`config.mk`:
```
export PLATFORM = sky130hd
export DESIGN_NAME = reg_file_sb_flat
export DESIGN_NICKNAME = d
export VERILOG_FILES = /design/src/rtl/reg_file_sb_if.sv /design/src/rtl/reg_file_sb.sv /design/src/flat_wrapper.sv
export SDC_FILE = /design/constraint.sdc
export NUM_CORES = 2
export LEC_CHECK = 0
export CAP_MARGIN = 0
export CORE_ASPECT_RATIO = 0.75
export CORE_MARGIN = 10
export CORE_UTILIZATION = 63
export CTS_BUF_LIST = sky130_fd_sc_hd__clkbuf_16
export CTS_CLUSTER_SIZE = 25
export DETAILED_ROUTE_END_ITERATION = 10
export PLACE_DENSITY_LB_ADDON = 0.25
export SYNTH_ARGS = -nofsm -noshare
export SYNTH_HDL_FRONTEND = slang
export SYNTH_SLANG_ARGS = --single-unit
```
`constraint.sdc`:
```
create_clock -name clk -period 4.89 [get_ports clk]
set_clock_uncertainty 0.2 [all_clocks]
set_input_delay 0.978 -clock clk [delete_from_list [all_inputs] [get_ports clk]]
set_output_delay 0.978 -clock clk [all_outputs]
set_load 0.01 [all_outputs]
```
`src/rtl/reg_file_sb_if.sv`:
```
// Decode-stage register file bus: writeback, read ports and issue/scoreboard signals.
// The master modport is the Decode/Writeback side; the slave modport is the register file.
interface reg_file_sb_if #(
   parameter int unsigned DATA_W = 32,
   parameter int unsigned ADDR_W = 5
);
   localparam int unsigned NREGS = 1 << ADDR_W;

   logic              reg_write;
   logic [ADDR_W-1:0] rd;
   logic [DATA_W-1:0] write_data;
   logic [ADDR_W-1:0] rs;
   logic [ADDR_W-1:0] rt;
   logic              rs_used;
   logic              rt_used;
   logic [DATA_W-1:0] read_data1;
   logic [DATA_W-1:0] read_data2;
   logic              issue_valid;
   logic [ADDR_W-1:0] issue_rd;
   logic              issue_wr;
   logic              flush;
   logic              stall;
   logic [NREGS-1:0]  busy_vec;

   modport master (
      output reg_write, rd, write_data, rs, rt, rs_used, rt_used,
             issue_valid, issue_rd, issue_wr, flush,
      input  read_data1, read_data2, stall, busy_vec
   );

   modport slave (
      input  reg_write, rd, write_data, rs, rt, rs_used, rt_used,
             issue_valid, issue_rd, issue_wr, flush,
      output read_data1, read_data2, stall, busy_vec
   );
endinterface

```
`src/rtl/reg_file_sb.sv`:
```
// Parametrised two-read/one-write register file with optional hardwired zero register,
// write-to-read bypass and a per-register busy scoreboard that stalls on RAW/WAW hazards.
module reg_file_sb #(
   parameter int unsigned DATA_W   = 32,
   parameter int unsigned ADDR_W   = 5,
   parameter bit          ZERO_REG = 1'b1,
   parameter bit          BYPASS   = 1'b1
) (
   input logic         clk,
   input logic         rst_n,
   reg_file_sb_if.slave bus
);
   localparam int unsigned NREGS = 1 << ADDR_W;

   logic [DATA_W-1:0] r_regs [NREGS];
   logic [NREGS-1:0]  r_busy;
   logic [NREGS-1:0]  w_busy_nxt;
   logic [NREGS-1:0]  w_eb;
   logic              w_wr_en;
   logic              w_stall;
   logic              w_accept;
   logic [DATA_W-1:0] w_rd1;
   logic [DATA_W-1:0] w_rd2;

   assign w_wr_en = bus.reg_write && !(ZERO_REG && (bus.rd == '0));

   // Read ports: zero register first, then same-cycle writeback, then storage
   always_comb begin
      w_rd1 = r_regs[bus.rs];
      if (BYPASS && bus.reg_write && (bus.rd == bus.rs)) w_rd1 = bus.write_data;
      if (ZERO_REG && (bus.rs == '0))                     w_rd1 = '0;
   end

   always_comb begin
      w_rd2 = r_regs[bus.rt];
      if (BYPASS && bus.reg_write && (bus.rd == bus.rt)) w_rd2 = bus.write_data;
      if (ZERO_REG && (bus.rt == '0))                     w_rd2 = '0;
   end

   // Effective busy: a retiring producer no longer blocks when its data is forwarded
   always_comb begin
      w_eb = r_busy;
      if (BYPASS && bus.reg_write) w_eb[bus.rd] = 1'b0;
      if (ZERO_REG)                w_eb[0]      = 1'b0;
   end

   assign w_stall  = bus.issue_valid &&
                     ((bus.rs_used  && w_eb[bus.rs]) ||
                      (bus.rt_used  && w_eb[bus.rt]) ||
                      (bus.issue_wr && w_eb[bus.issue_rd]));
   assign w_accept = bus.issue_valid && !w_stall;

   // Scoreboard update: flush over set over clear, so a new producer supersedes a retiring one
   always_comb begin
      w_busy_nxt = r_busy;
      if (bus.reg_write) w_busy_nxt[bus.rd] = 1'b0;
      if (w_accept && bus.issue_wr && !(ZERO_REG && (bus.issue_rd == '0)))
         w_busy_nxt[bus.issue_rd] = 1'b1;
      if (bus.flush) w_busy_nxt = '0;
   end

   always_ff @(posedge clk or negedge rst_n) begin
      if (!rst_n) begin
         for (int unsigned i = 0; i < NREGS; i++) r_regs[i] <= '0;
      end else if (w_wr_en) begin
         r_regs[bus.rd] <= bus.write_data;
      end
   end

   always_ff @(posedge clk or negedge rst_n) begin
      if (!rst_n) r_busy <= '0;
      else        r_busy <= w_busy_nxt;
   end

   assign bus.read_data1 = w_rd1;
   assign bus.read_data2 = w_rd2;
   assign bus.stall      = w_stall;
   assign bus.busy_vec   = r_busy;
endmodule
```
`src/flat_wrapper.sv`:
```
// flat-port wrapper written by rule: the top's interface ports become plain ports
module reg_file_sb_flat 
#(
   parameter int unsigned DATA_W   = 32,
   parameter int unsigned ADDR_W   = 5,
   parameter bit          ZERO_REG = 1'b1,
   parameter bit          BYPASS   = 1'b1
)
  (clk, rst_n, bus_reg_write, bus_rd, bus_write_data, bus_rs, bus_rt, bus_rs_used, bus_rt_used, bus_issue_valid, bus_issue_rd, bus_issue_wr, bus_flush, bus_read_data1, bus_read_data2, bus_stall, bus_busy_vec);
  reg_file_sb_if #(.DATA_W(DATA_W), .ADDR_W(ADDR_W)) bus_i ();
  input logic clk;
  input logic rst_n;
  input wire logic [$bits(bus_i.reg_write)-1:0] bus_reg_write;
  input wire logic [$bits(bus_i.rd)-1:0] bus_rd;
  input wire logic [$bits(bus_i.write_data)-1:0] bus_write_data;
  input wire logic [$bits(bus_i.rs)-1:0] bus_rs;
  input wire logic [$bits(bus_i.rt)-1:0] bus_rt;
  input wire logic [$bits(bus_i.rs_used)-1:0] bus_rs_used;
  input wire logic [$bits(bus_i.rt_used)-1:0] bus_rt_used;
  input wire logic [$bits(bus_i.issue_valid)-1:0] bus_issue_valid;
  input wire logic [$bits(bus_i.issue_rd)-1:0] bus_issue_rd;
  input wire logic [$bits(bus_i.issue_wr)-1:0] bus_issue_wr;
  input wire logic [$bits(bus_i.flush)-1:0] bus_flush;
  output wire logic [$bits(bus_i.read_data1)-1:0] bus_read_data1;
  output wire logic [$bits(bus_i.read_data2)-1:0] bus_read_data2;
  output wire logic [$bits(bus_i.stall)-1:0] bus_stall;
  output wire logic [$bits(bus_i.busy_vec)-1:0] bus_busy_vec;
  assign bus_i.reg_write = bus_reg_write;
  assign bus_i.rd = bus_rd;
  assign bus_i.write_data = bus_write_data;
  assign bus_i.rs = bus_rs;
  assign bus_i.rt = bus_rt;
  assign bus_i.rs_used = bus_rs_used;
  assign bus_i.rt_used = bus_rt_used;
  assign bus_i.issue_valid = bus_issue_valid;
  assign bus_i.issue_rd = bus_issue_rd;
  assign bus_i.issue_wr = bus_issue_wr;
  assign bus_i.flush = bus_flush;
  assign bus_read_data1 = bus_i.read_data1;
  assign bus_read_data2 = bus_i.read_data2;
  assign bus_stall = bus_i.stall;
  assign bus_busy_vec = bus_i.busy_vec;
  reg_file_sb #(.DATA_W(DATA_W), .ADDR_W(ADDR_W), .ZERO_REG(ZERO_REG), .BYPASS(BYPASS)) u_core (.clk(clk), .rst_n(rst_n), .bus(bus_i));
endmodule
```
* Word level (Yosys, flattened, before mapping)
Index checks and enable logic that the tools add are counted.
** Storage, ports and cells
- Bits in registers :: 1056
- Input bits :: 60
- Output and inout bits :: 97
- Logic and storage cells :: 99
** Operators by class
- Magnitude comparators :: 10
- Eq/ne operators :: 2
- Multiplexer cells :: 26
- Bitwise logic cells :: 6
- Reductions and logical operators :: 22
** Operator list (count)
- bitwise mux 1024 bit :: 1
- two-way mux 32 bit :: 12
- binary-select mux 32 bit (select 5 bit) :: 2
- demux 32 bit (select 5 bit) :: 1
- bitwise AND 32 bit :: 1
- inverter 32 bit :: 1
- bitwise OR 32 bit :: 1
- < comparator 5 x 6 -> 1 bit, second input constant :: 4
- logical NOT 5 bit :: 4
- greater-or-equal comparator 6 bit, second input constant :: 3
- inverter 5 -> 6 bit :: 3
- binary-select mux 1 bit (select 5 bit) :: 3
- logical AND 1 bit :: 13
- demux 1 bit (select 5 bit) :: 2
- == test 5 bit :: 2
- greater-or-equal comparator 5 x 1 -> 1 bit, second input constant :: 2
- < comparator 6 x 1 -> 1 bit, second input constant :: 1
- two-way mux 1 bit :: 5
- logical NOT 1 bit :: 3
- logical OR 1 bit :: 2

* Logic depth before layout (Yosys ltp)
- Depth after elaboration :: 19
- Mapped depth :: 12
- Depth with buffers taken out :: 8

* Worst setup path before layout
OpenSTA, ideal clock, no wires.
- Path kind :: input to output
- Start :: input port bus_rt[0]
- End :: output port bus_read_data2[10]
- Data arrival time :: 3.114 ns
- Required time :: 3.712 ns
- Path slack :: 0.598 ns
- Stages on the path :: 7
- Path buffers :: 3
- Cells stage by stage :: buf_2 > buf_2 > buf_1 > mux4_2 > mux4_2 > mux2i_1 > a211oi_1
** On the way
- Word-level cells in the longest chain between the ends :: 6
- Elaborated cells on any way between the ends :: 9
- Those cells by class :: 1 x eq/ne; 5 x mux; 1 x bitwise; 2 x reduce/logical
** RTL lines
- from (decl) :: line flat_wrapper.sv:17 : input wire logic [$bits(bus_i.rt)-1:0] bus_rt;
- inverter 5 -> 6 bit (implied by the code) :: line reg_file_sb.sv:35 : w_rd2 = r_regs[bus.rt];
- binary-select mux 32 bit (select 5 bit) :: line reg_file_sb.sv:35
- two-way mux 32 bit (implied by the code) (2 in a row) :: line reg_file_sb.sv:35
- two-way mux 32 bit :: line reg_file_sb.sv:36 : if (BYPASS && bus.reg_write && (bus.rd == bus.rt)) w_rd2 = bus.write_data;
- two-way mux 32 bit (*) :: line reg_file_sb.sv:37 : if (ZERO_REG && (bus.rt == '0)) w_rd2 = '0;
- to (decl) :: line flat_wrapper.sv:25 : output wire logic [$bits(bus_i.read_data2)-1:0] bus_read_data2;
Every way passes the cells marked *; elsewhere a longest branch is shown, timed or not. The select of a mux whose other input is x is not followed.

* Final worst setup path
- Start :: input port bus_rt[4]
- End :: output port bus_read_data2[27]
The elaborated chain is that of the path after synthesis.

==> results.toml <==
[clock_network]
cts_buffers = 102
post_cts_buffers = 0
cts.sinks = 1056
cts_root_buf = "clkbuf_16"
htreeDepth = 3
cts_hold_buf = 0
cts_resized = 8
clockBufferDepth = 3
cts_tree = "built"
insertion_delay_ns = 0.70
path_clk_slew_ns = 0.06

[logic_synthesis]
synth_cell_type_count = 66
syn-cell-area_sq_um = 57070
yosys.area_share.xor_xnor = 0.001535
syn_inst = 3603
ys_warn_count = 0
ys_seq_elements = 1056
synth-edff-count = 0
synth_top_family_by_area = "multiplexers"
synthMuxAreaShare = 0.4629
synth-compound-area-share = 0.02205
synth-simple-area-share = 0.02063
synth_flop_cell = "dfrtp_1"
yosys-top-cells-area = "dfrtp_1 (46%), mux4_2 (25%), mux2_2 (20%)"
synth.top_cell.area_share = 0.4630
synth.largest_area_cell = "dfrtp_1"
syn_nets = 3663
synthAdderAreaFrac = 0
async_flop_share = 1.000
syn_avg_cell_area_sq_um = 15.84
seq_area_frac_synth = 0.4630

[die]
core-area_sq_um = 89740
ios = 157
die_h_um = 280.7
die_w_um = 367.6
rows = 95
die_area_sq_um = 103200
start_util = 0.6360

[placed_design]
io_buffer_count = 156
finalWeightedCongestion = 0.9619
placed_cell_area_sq_um = 62120
place_ws_ns = -0.2182
detailed_place_hpwl_mm = 104.1

[global_route]
first_global_vias = 39199
grt_pass1_wl_mm = 262.9
antenna_found_initial = 1
gr-total-overflow = 0
track_usage = 0.3402
grt_max_degree = 105

[pwr]
power_density_nw_per_um2 = 394.5
power_leakage_uw = 0.02813
finalPower_uw = 25930
ir_drop_uv = 388.8

[worst_setup_path]
crit_fanout = 8
slowest_delay_ns = 0.55
crit_arrival_ns = 3.68
critPathLaunchType = "primary input"
reg2reg_depth = 8
crit_path_top_delay_cell = "mux4_2"
crit_path_end_kind = "output port"
cp.required_ns = 3.71
path_cells = "clkdlybuf4s50_1 -> buf_12 -> inv_6 -> buf_4 -> mux4_2 -> mux2i_1 -> buf_4 -> a211oi_1 -> clkdlybuf4s50_1"
critPathKind = "primary input to output port"

[status]
status = "finished clean"

[sta]
max_slew.worst_pin.slew_ns = 1.048
setup_violations = 0
worst_slack_ns = 0.03324
whs_ns = 0.1388
maxSlewViolCount = 0
timing.fmax_mhz = 205.9
min_period_ns = 4.857
min_period_over_period = 0.9932
slew_headroom = 0.3011
hold_viol_final = 0

[detailed_routing]
wl_per_cell_um = 34.58
route.vias.total = 37338
drtIter0Drc = 4748
route.detailed.drc = 0
drt-total-wl_mm = 174.9
dr.pass1.iters = 6
ant_nets = 0
viasPerCell = 7.383

[cells_and_area]
synthToLayoutAreaGrowth_pct = 15.18
final_nets = 3824
nFillCells = 5328
n_antenna_cell = 0
drive_above_1_share = 0.5698
final_cell_mix = "dfrtp_1 (1,056), mux2_2 (993), mux4_2 (645), buf_4 (253), clkdlybuf4s50_1 (125)"
layout_commonest_cell = "dfrtp_1"
stdcell_area_sq_um = 65740

[run]
maxCapViolations = 0

[worst_hold_path]
holdCritPathClass = "primary input to async pin"
[critical path, delay by kind of cell]
family	cells	cell delay, ns
AOI/OAI and AO/OA	1	0.07
buffers and inverters	6	1.80
muxes	2	0.81
[cell families after synthesis]
logic type	count (synthesis)
flip-flops	1056
AO/OA/AOI/OAI	170
AND/OR/NAND/NOR	225
XOR/XNOR	10
buffers and inverters	433
multiplexers	1709
[worst paths after layout]
path	from	endpoint	slack [ns]
setup / recovery	bus_rt[4]	bus_read_data2[27]	0.03
hold / removal	rst_n	u_core.bus.busy_vec[27]$_DFF_PN0_	0.14
min in group clk	u_core.r_regs[1017]$_DFFE_PN0P_	u_core.r_regs[1017]$_DFFE_PN0P_	0.19
max in group asynchronous	rst_n	u_core.r_regs[782]$_DFFE_PN0P_	2.98
hold reg to reg	u_core.r_regs[1017]$_DFFE_PN0P_	u_core.r_regs[1017]$_DFFE_PN0P_	0.19
setup reg to reg	u_core.bus.busy_vec[26]$_DFF_PN0_	u_core.bus.busy_vec[15]$_DFF_PN0_	1.98
[power by group]
part	total, uW	switching [uW]	internal, uW
sequential	11700	1310	10400
clock	8390	3560	4830
combinational	5890	2170	3720
[through the flow]
stage,util,setup TNS (ns),cells
3_3_place_gp,0.6922,-0.1575,4872
4_1_cts,0.7313,0,5057
3_5_place_dp,0.6922,-0.2384,4872
5_1_grt,0.7325,-0.03649,5057
2_1_floorplan,-,0,3603
6_report,0.7325,0,5057
[sequential cells by signal (all words and copies together), names as in the netlist]
name	count
u_core.bus.busy_vec	32
u_core.r_regs	1024
[Yosys cell counts, drive strengths merged (4+ instances only)]
library cell / n
or2: 6
o221ai: 4
mux2: 994
o22a: 4
nor2b: 8
xor2: 8
nand2: 31
inv: 6
o2111ai: 4
nand3: 26
o22ai: 12
clkbuf: 292
nand4b: 6
o211ai: 5
mux4: 645
o21ai: 32
nand2b: 8
nand3b: 7
dfrtp: 1056
mux2i: 70
nand4: 5
a211oi: 65
o32ai: 23
nor2: 107
buf: 134
[layer usage]
layer	GRT usage	vias up	wire length, um
met1	0.4619	20085	66730
met2	0.5259	2302	82340
met3	0.09467	465	18510
met5	0	-	40
li1	-	14480	-
met4	0.1294	6	7254
[area by class of cell]
type / instances / area [sq um] / area share
Tap cell: 1212 / 1516 / 0.02307
Clock inverter: 80 / 854.6 / 0.01300
Clock buffer: 105 / 2628 / 0.03997
Timing Repair Buffer: 483 / 5075 / 0.07720
Inverter: 7 / 31.28 / 0.0004758
Sequential cell: 1056 / 26430 / 0.4020
Multi-Input combinational cell: 2114 / 29210 / 0.4443
Note: power is estimated with default switching activity, not from simulation.
